===== src/rtl/tdm_pkg.sv =====
// Shared constants for the two-lane TDM serial demultiplexer.
// TDM_DEMUX_PARITY_EN adds one even-parity bit to the end of every word.
package tdm_pkg;

  localparam int WIDTH_DEFAULT = 8;
  localparam logic CH0 = 1'b0;
  localparam logic CH1 = 1'b1;
  localparam int NUM_LANES = 2;

  // Serial bits per word on the wire, including the parity bit when present.
  function automatic int bits_per_word(input int width);
`ifdef TDM_DEMUX_PARITY_EN
    return width + 1;
`else
    return width;
`endif
  endfunction

endpackage


===== src/rtl/tdm_demux_lane.sv =====
// One demux lane: serial-to-parallel shift, bit counter, one-word holding register and stall.
// TDM_DEMUX_PARITY_EN: the word ends with a parity bit that is checked, not stored.
module tdm_demux_lane
  import tdm_pkg::*;
#(
  parameter int WIDTH = WIDTH_DEFAULT
) (
  input  logic             clk,
  input  logic             rst,
  input  logic             take,
  input  logic             in_bit,
  input  logic             out_ready,
  output logic             stall,
  output logic             out_valid,
  output logic [WIDTH-1:0] out_data,
  output logic             out_err
);

  localparam int BITS = bits_per_word(WIDTH);
  localparam int CW = $clog2(BITS);
  localparam logic [CW-1:0] LAST = CW'(BITS - 1);

  logic [CW-1:0]    cnt;
  logic [WIDTH-1:0] word;
  logic             last_bit;
  logic             accept;
  logic             word_done;
  logic             shift_en;

  assign last_bit  = (cnt == LAST);
  // Only the final bit can stall: it needs the holding register free (or draining now).
  assign stall     = last_bit && out_valid && !out_ready;
  assign accept    = take && !stall;
  assign word_done = accept && last_bit;

`ifdef TDM_DEMUX_PARITY_EN
  logic [WIDTH-1:0] shift;
  logic [WIDTH-1:0] shift_nxt;
  logic             err_q;

  assign word      = shift;
  assign shift_en  = accept && !last_bit;
  assign shift_nxt = {shift[WIDTH-2:0], in_bit};
  assign out_err   = err_q;

  always_ff @(posedge clk) begin
    if (rst) begin
      err_q <= 1'b0;
    end else if (word_done) begin
      err_q <= ^{shift, in_bit};
    end
  end
`else
  // The final data bit goes straight into the holding register, so the
  // shift register only needs the leading WIDTH-1 bits.
  logic [WIDTH-2:0] shift;
  logic [WIDTH-2:0] shift_nxt;

  assign word      = {shift, in_bit};
  assign shift_en  = accept;
  assign shift_nxt = word[WIDTH-2:0];
  assign out_err   = 1'b0;
`endif

  always_ff @(posedge clk) begin
    if (rst) begin
      cnt       <= '0;
      shift     <= '0;
      out_valid <= 1'b0;
      out_data  <= '0;
    end else begin
      if (accept) begin
        cnt <= last_bit ? '0 : cnt + CW'(1);
      end
      if (shift_en) begin
        shift <= shift_nxt;
      end
      if (word_done) begin
        out_valid <= 1'b1;
        out_data  <= word;
      end else if (out_ready) begin
        out_valid <= 1'b0;
      end
    end
  end

endmodule


===== src/rtl/tdm_demux.sv =====
// Two-channel TDM serial demultiplexer: in_sel steers each bit to its lane.
// TDM_DEMUX_PARITY_EN enables per-word even-parity checking on out_err.
module tdm_demux
  import tdm_pkg::*;
#(
  parameter int WIDTH = WIDTH_DEFAULT
) (
  input  logic             clk,
  input  logic             rst,
  input  logic             in_valid,
  input  logic             in_bit,
  input  logic             in_sel,
  output logic             in_ready,
  output logic             out0_valid,
  output logic [WIDTH-1:0] out0_data,
  input  logic             out0_ready,
  output logic             out1_valid,
  output logic [WIDTH-1:0] out1_data,
  input  logic             out1_ready,
  output logic [1:0]       out_err
);

  logic [NUM_LANES-1:0] stall;
  logic [NUM_LANES-1:0] err;

  assign in_ready = !stall[in_sel];
  assign out_err  = err;

  tdm_demux_lane #(.WIDTH(WIDTH)) u_lane0 (
    .clk       (clk),
    .rst       (rst),
    .take      (in_valid && (in_sel == CH0)),
    .in_bit    (in_bit),
    .out_ready (out0_ready),
    .stall     (stall[0]),
    .out_valid (out0_valid),
    .out_data  (out0_data),
    .out_err   (err[0])
  );

  tdm_demux_lane #(.WIDTH(WIDTH)) u_lane1 (
    .clk       (clk),
    .rst       (rst),
    .take      (in_valid && (in_sel == CH1)),
    .in_bit    (in_bit),
    .out_ready (out1_ready),
    .stall     (stall[1]),
    .out_valid (out1_valid),
    .out_data  (out1_data),
    .out_err   (err[1])
  );

endmodule


===== config.mk =====
export PLATFORM = sky130hd
export DESIGN_NAME = tdm_demux
export DESIGN_NICKNAME = d
export VERILOG_FILES = /design/src/rtl/tdm_pkg.sv /design/src/rtl/tdm_demux_lane.sv /design/src/rtl/tdm_demux.sv
export SDC_FILE = /design/constraint.sdc
export NUM_CORES = 1
export LEC_CHECK = 0
export ABC_AREA = 1
export CAP_MARGIN = 15
export CORE_ASPECT_RATIO = 1.4
export CORE_MARGIN = 3
export CORE_UTILIZATION = 25
export CTS_BUF_LIST = sky130_fd_sc_hd__clkbuf_8
export CTS_CLUSTER_DIAMETER = 50
export DETAILED_ROUTE_END_ITERATION = 10
export PLACE_DENSITY = 0.52
export SLEW_MARGIN = 20
export SYNTH_ARGS = -nofsm -noshare
export SYNTH_HDL_FRONTEND = slang
export SYNTH_SLANG_ARGS = --single-unit
export TNS_END_PERCENT = 5

===== constraint.sdc =====
create_clock -name clk -period 1.35 [get_ports clk]
set_input_delay 0.27 -clock clk [delete_from_list [all_inputs] [get_ports clk]]
set_output_delay 0.27 -clock clk [all_outputs]
set_load 0.01 [all_outputs]

==> flow_summary_export.csv <==
group,metric,value,unit
global_route,grt_max_degree,21,
layout,antennaDiodeCount,0,
global_route,grt_pass1_wl,6.59,mm
yosys,netlist-cell-type-count,21,
placement,hpwl,2.69,mm
worst_setup_path,r2r_start,"u_lane0.cnt[1]",
pwr,power_density,856,mW/mm²
floorplan,row_count,35,
placement,placed_cells,380,
worst_setup_path,crit_path_end_kind,"primary output",
floorplan,initial_utilization,26.2,%
layout,utilization,37.6,%
worst_setup_path,cp-startpoint,"u_lane0.cnt[1]",
worst_setup_path,r2r_end,"u_lane0.out_data[1]",
yosys,synth_area,0.00176,mm²
layout,fillers,709,
drt,vias_per_cell,4.02,
status,violations,"setup timing",
sta,drv_slew,0,
layout,multi_input_area,817,µm²
drt,dr_total_vias,1567,
placement,place_ws,-0.545,ns
global_route,grt.overflow.total,0,
yosys,synth_area_per_cell,7.08,µm²
global_route,grt_use_total,10.0,%
yosys,yosysSeqAreaShare,43.3,%
placement,gp_congestion,0.743,
sta,hold_violations,0,
sta,min_period,1.67,ns
sta,fin_ws,-0.316,ns
yosys,synth_cells,248,
clocking,clk_latency,0.29,ns
sta,min_period_over_period,123,%
layout,regArea,768,µm²
worst_setup_path,crit_type,"register to primary output",
layout,drive_gt1_share,19.8,%
clocking,cts-htree-levels,2,
clocking,clk_path_buf_depth,2,
global_route,antenna_found_initial,0,
run,max_cap_violations,0,
layout,fin_nets,308,
worst_setup_path,cp_max_fo,2,
worst_setup_path,ff2ff_path_depth,9,
pwr,vdd_ir_drop_max,0.339,mV
worst_setup_path,start_kind,"register",
worst_setup_path,critPathCapture,"in_ready",
floorplan,core-area,0.00670,mm²
drt,first_pass_iters,4,
sta,finClkSkew,0.00784,ns
sta,setup_viol,10,
floorplan,fp.dieArea,0.00808,mm²
drt,ant_nets,0,
floorplan,ios,28,
worst_setup_path,r2r_slack,-0.03,ns
yosys,yosys_register_bits,38,
drt,drt-initial-drc-count,48,
sta,rsz0062_at_grt,"yes",
clocking,path_clk_slew,0.08,ns
yosys,yosysWarnings,0,
clocking,cts_root_buf,"clkbuf_8",
global_route,grt_pass1_vias,1430,
layout,finalNonFillerCells,390,
pwr,p_leak,1.09,nW
floorplan,fp.dieH,105,µm
status,status,"finished with violations",
drt,drc,0,
worst_setup_path,cp_data_arrival_time,1.40,ns
placement,port_buffers,25,
worst_hold_path,min-delay-path-class,"register to register",
clocking,cts.sinks,38,
clocking,cts_tree,"built",
drt,wl,3.83,mm
floorplan,die_width,76.8,µm
sta,fmax,600,MHz
drt,wire_per_inst,9.82,µm
layout,area_delta_synth_final,43.4,%
clocking,cts_buffers,5,
worst_setup_path,required,1.08,ns
sta,timing.hold.ws,0.462,ns
metrics by stage:
step / setup TNS, ns / power, mW / cell area [µm²]
6_report: -0.590 / 2.15 / 2520
5_1_grt: -1.22 / 2.25 / 2520
4_1_cts: -0.340 / 2.19 / 2480
3_5_place_dp: -9.00 / 1.34 / 2360
3_3_place_gp: -8.39 / 1.34 / 2360
2_1_floorplan: 0 / 1.25 / 1810
sequential cells by signal, indices dropped and copies added (netlist names):
name and flops:
u_lane0.out_valid 1, u_lane1.cnt 3, u_lane1.shift 7, u_lane0.cnt 3, u_lane1.out_valid 1, u_lane0.shift 7, u_lane1.out_data 8, u_lane0.out_data 8
worst max-delay path: stages (launching register included):
cell,delay [ns]
dfxtp_2,0.36
ha_4,0.14
ha_4,0.14
nand3_4,0.06
mux2_4,0.28
buf_6,0.12
cells by family (layout without fill, tap and decap cells):
| kind of cell | Yosys count | in the layout | share of synthesized area [%] |
|---|---|---|---|
| DFF | 38 | 38 | 43.3 |
| other | 1 | 2 | 0.213 |
| and+or+nand+nor | 118 | 118 | 31.4 |
| buffers and inverters | 65 | 114 | 15.6 |
| AOI/OAI and AO/OA | 21 | 21 | 5.98 |
| muxes | 1 | 1 | 0.641 |
| adders and majority gates | 4 | 4 | 2.85 |
routing by layer:
layer | track usage, % | vias up | wire length (µm)
met5 | 0 | - | 0
met4 | 6.22 | 0 | 108
met3 | 1.98 | 6 | 142
met2 | 16.6 | 22 | 1800
met1 | 11.7 | 680 | 1780
li1 | - | 859 | -
layout by cell type (no fill, tap or decap), drive strengths merged:
cell / n
mux2: 1
dfxtp: 38
dlygate4sd2: 18
nand4: 16
nor2: 21
ha: 4
clkinvlp: 1
clkbuf: 6
clkdlybuf4s50: 6
o21ai: 1
clkinv: 2
conb: 2
inv: 53
a21oi: 20
nand3: 21
nand2: 60
buf: 28
cell usage after synthesis, drive strengths merged:
cell type | count | area, µm²
nand4 | 16 | 100
nand2 | 60 | 235
a21oi | 20 | 100
nor2 | 21 | 81.3
clkinv | 1 | 3.75
clkbuf | 3 | 11.3
nand3 | 21 | 135
ha | 4 | 50.1
buf | 8 | 57.6
inv | 53 | 201
o21ai | 1 | 5.00
conb | 1 | 3.75
mux2 | 1 | 11.3
dfxtp | 38 | 761
final cells by class:
class                   instances  share of cell area [%]
multi-input cells             146                    32.4
flip-flops and latches         38                    30.5
repair buffers                 52                    20.6
inverters                      54                    8.15
clock buffers                   6                    3.28
well taps                      92                    4.57
clock inverters                 2                   0.497
where the power goes:
part / internal, mW / switching (mW) / total (mW)
combinational: 0.0874 / 0.0895 / 0.177
clock: 0.411 / 0.426 / 0.837
sequential: 1.13 / 0.00944 / 1.14
total: 1.63 / 0.525 / 2.15
worst min path at each step:
stage | startpoint | cells after the start | slack, ns | to
2_1_floorplan | in_bit | 2 | 0.43 | u_lane0.shift[0]
3_3_place_gp | u_lane1.shift[6] | 2 | 0.45 | u_lane1.shift[6]
3_5_place_dp | u_lane1.shift[6] | 2 | 0.45 | u_lane1.shift[6]
4_1_cts | u_lane1.shift[6] | 2 | 0.47 | u_lane1.shift[6]
5_1_grt | u_lane1.shift[0] | 2 | 0.50 | u_lane1.shift[0]
6_report | u_lane1.shift[6] | 2 | 0.46 | u_lane1.shift[6]
what timing repair did:
action / in CTS / in global routing
pin swaps: 2 / 4
endpoints found under the setup margin: 31 / 30
buffers inserted: 1 / 1
hold buffers: 0 / 0
resized for setup: 32 / 7
No activity file was read; power rests on OpenSTA's default activity.
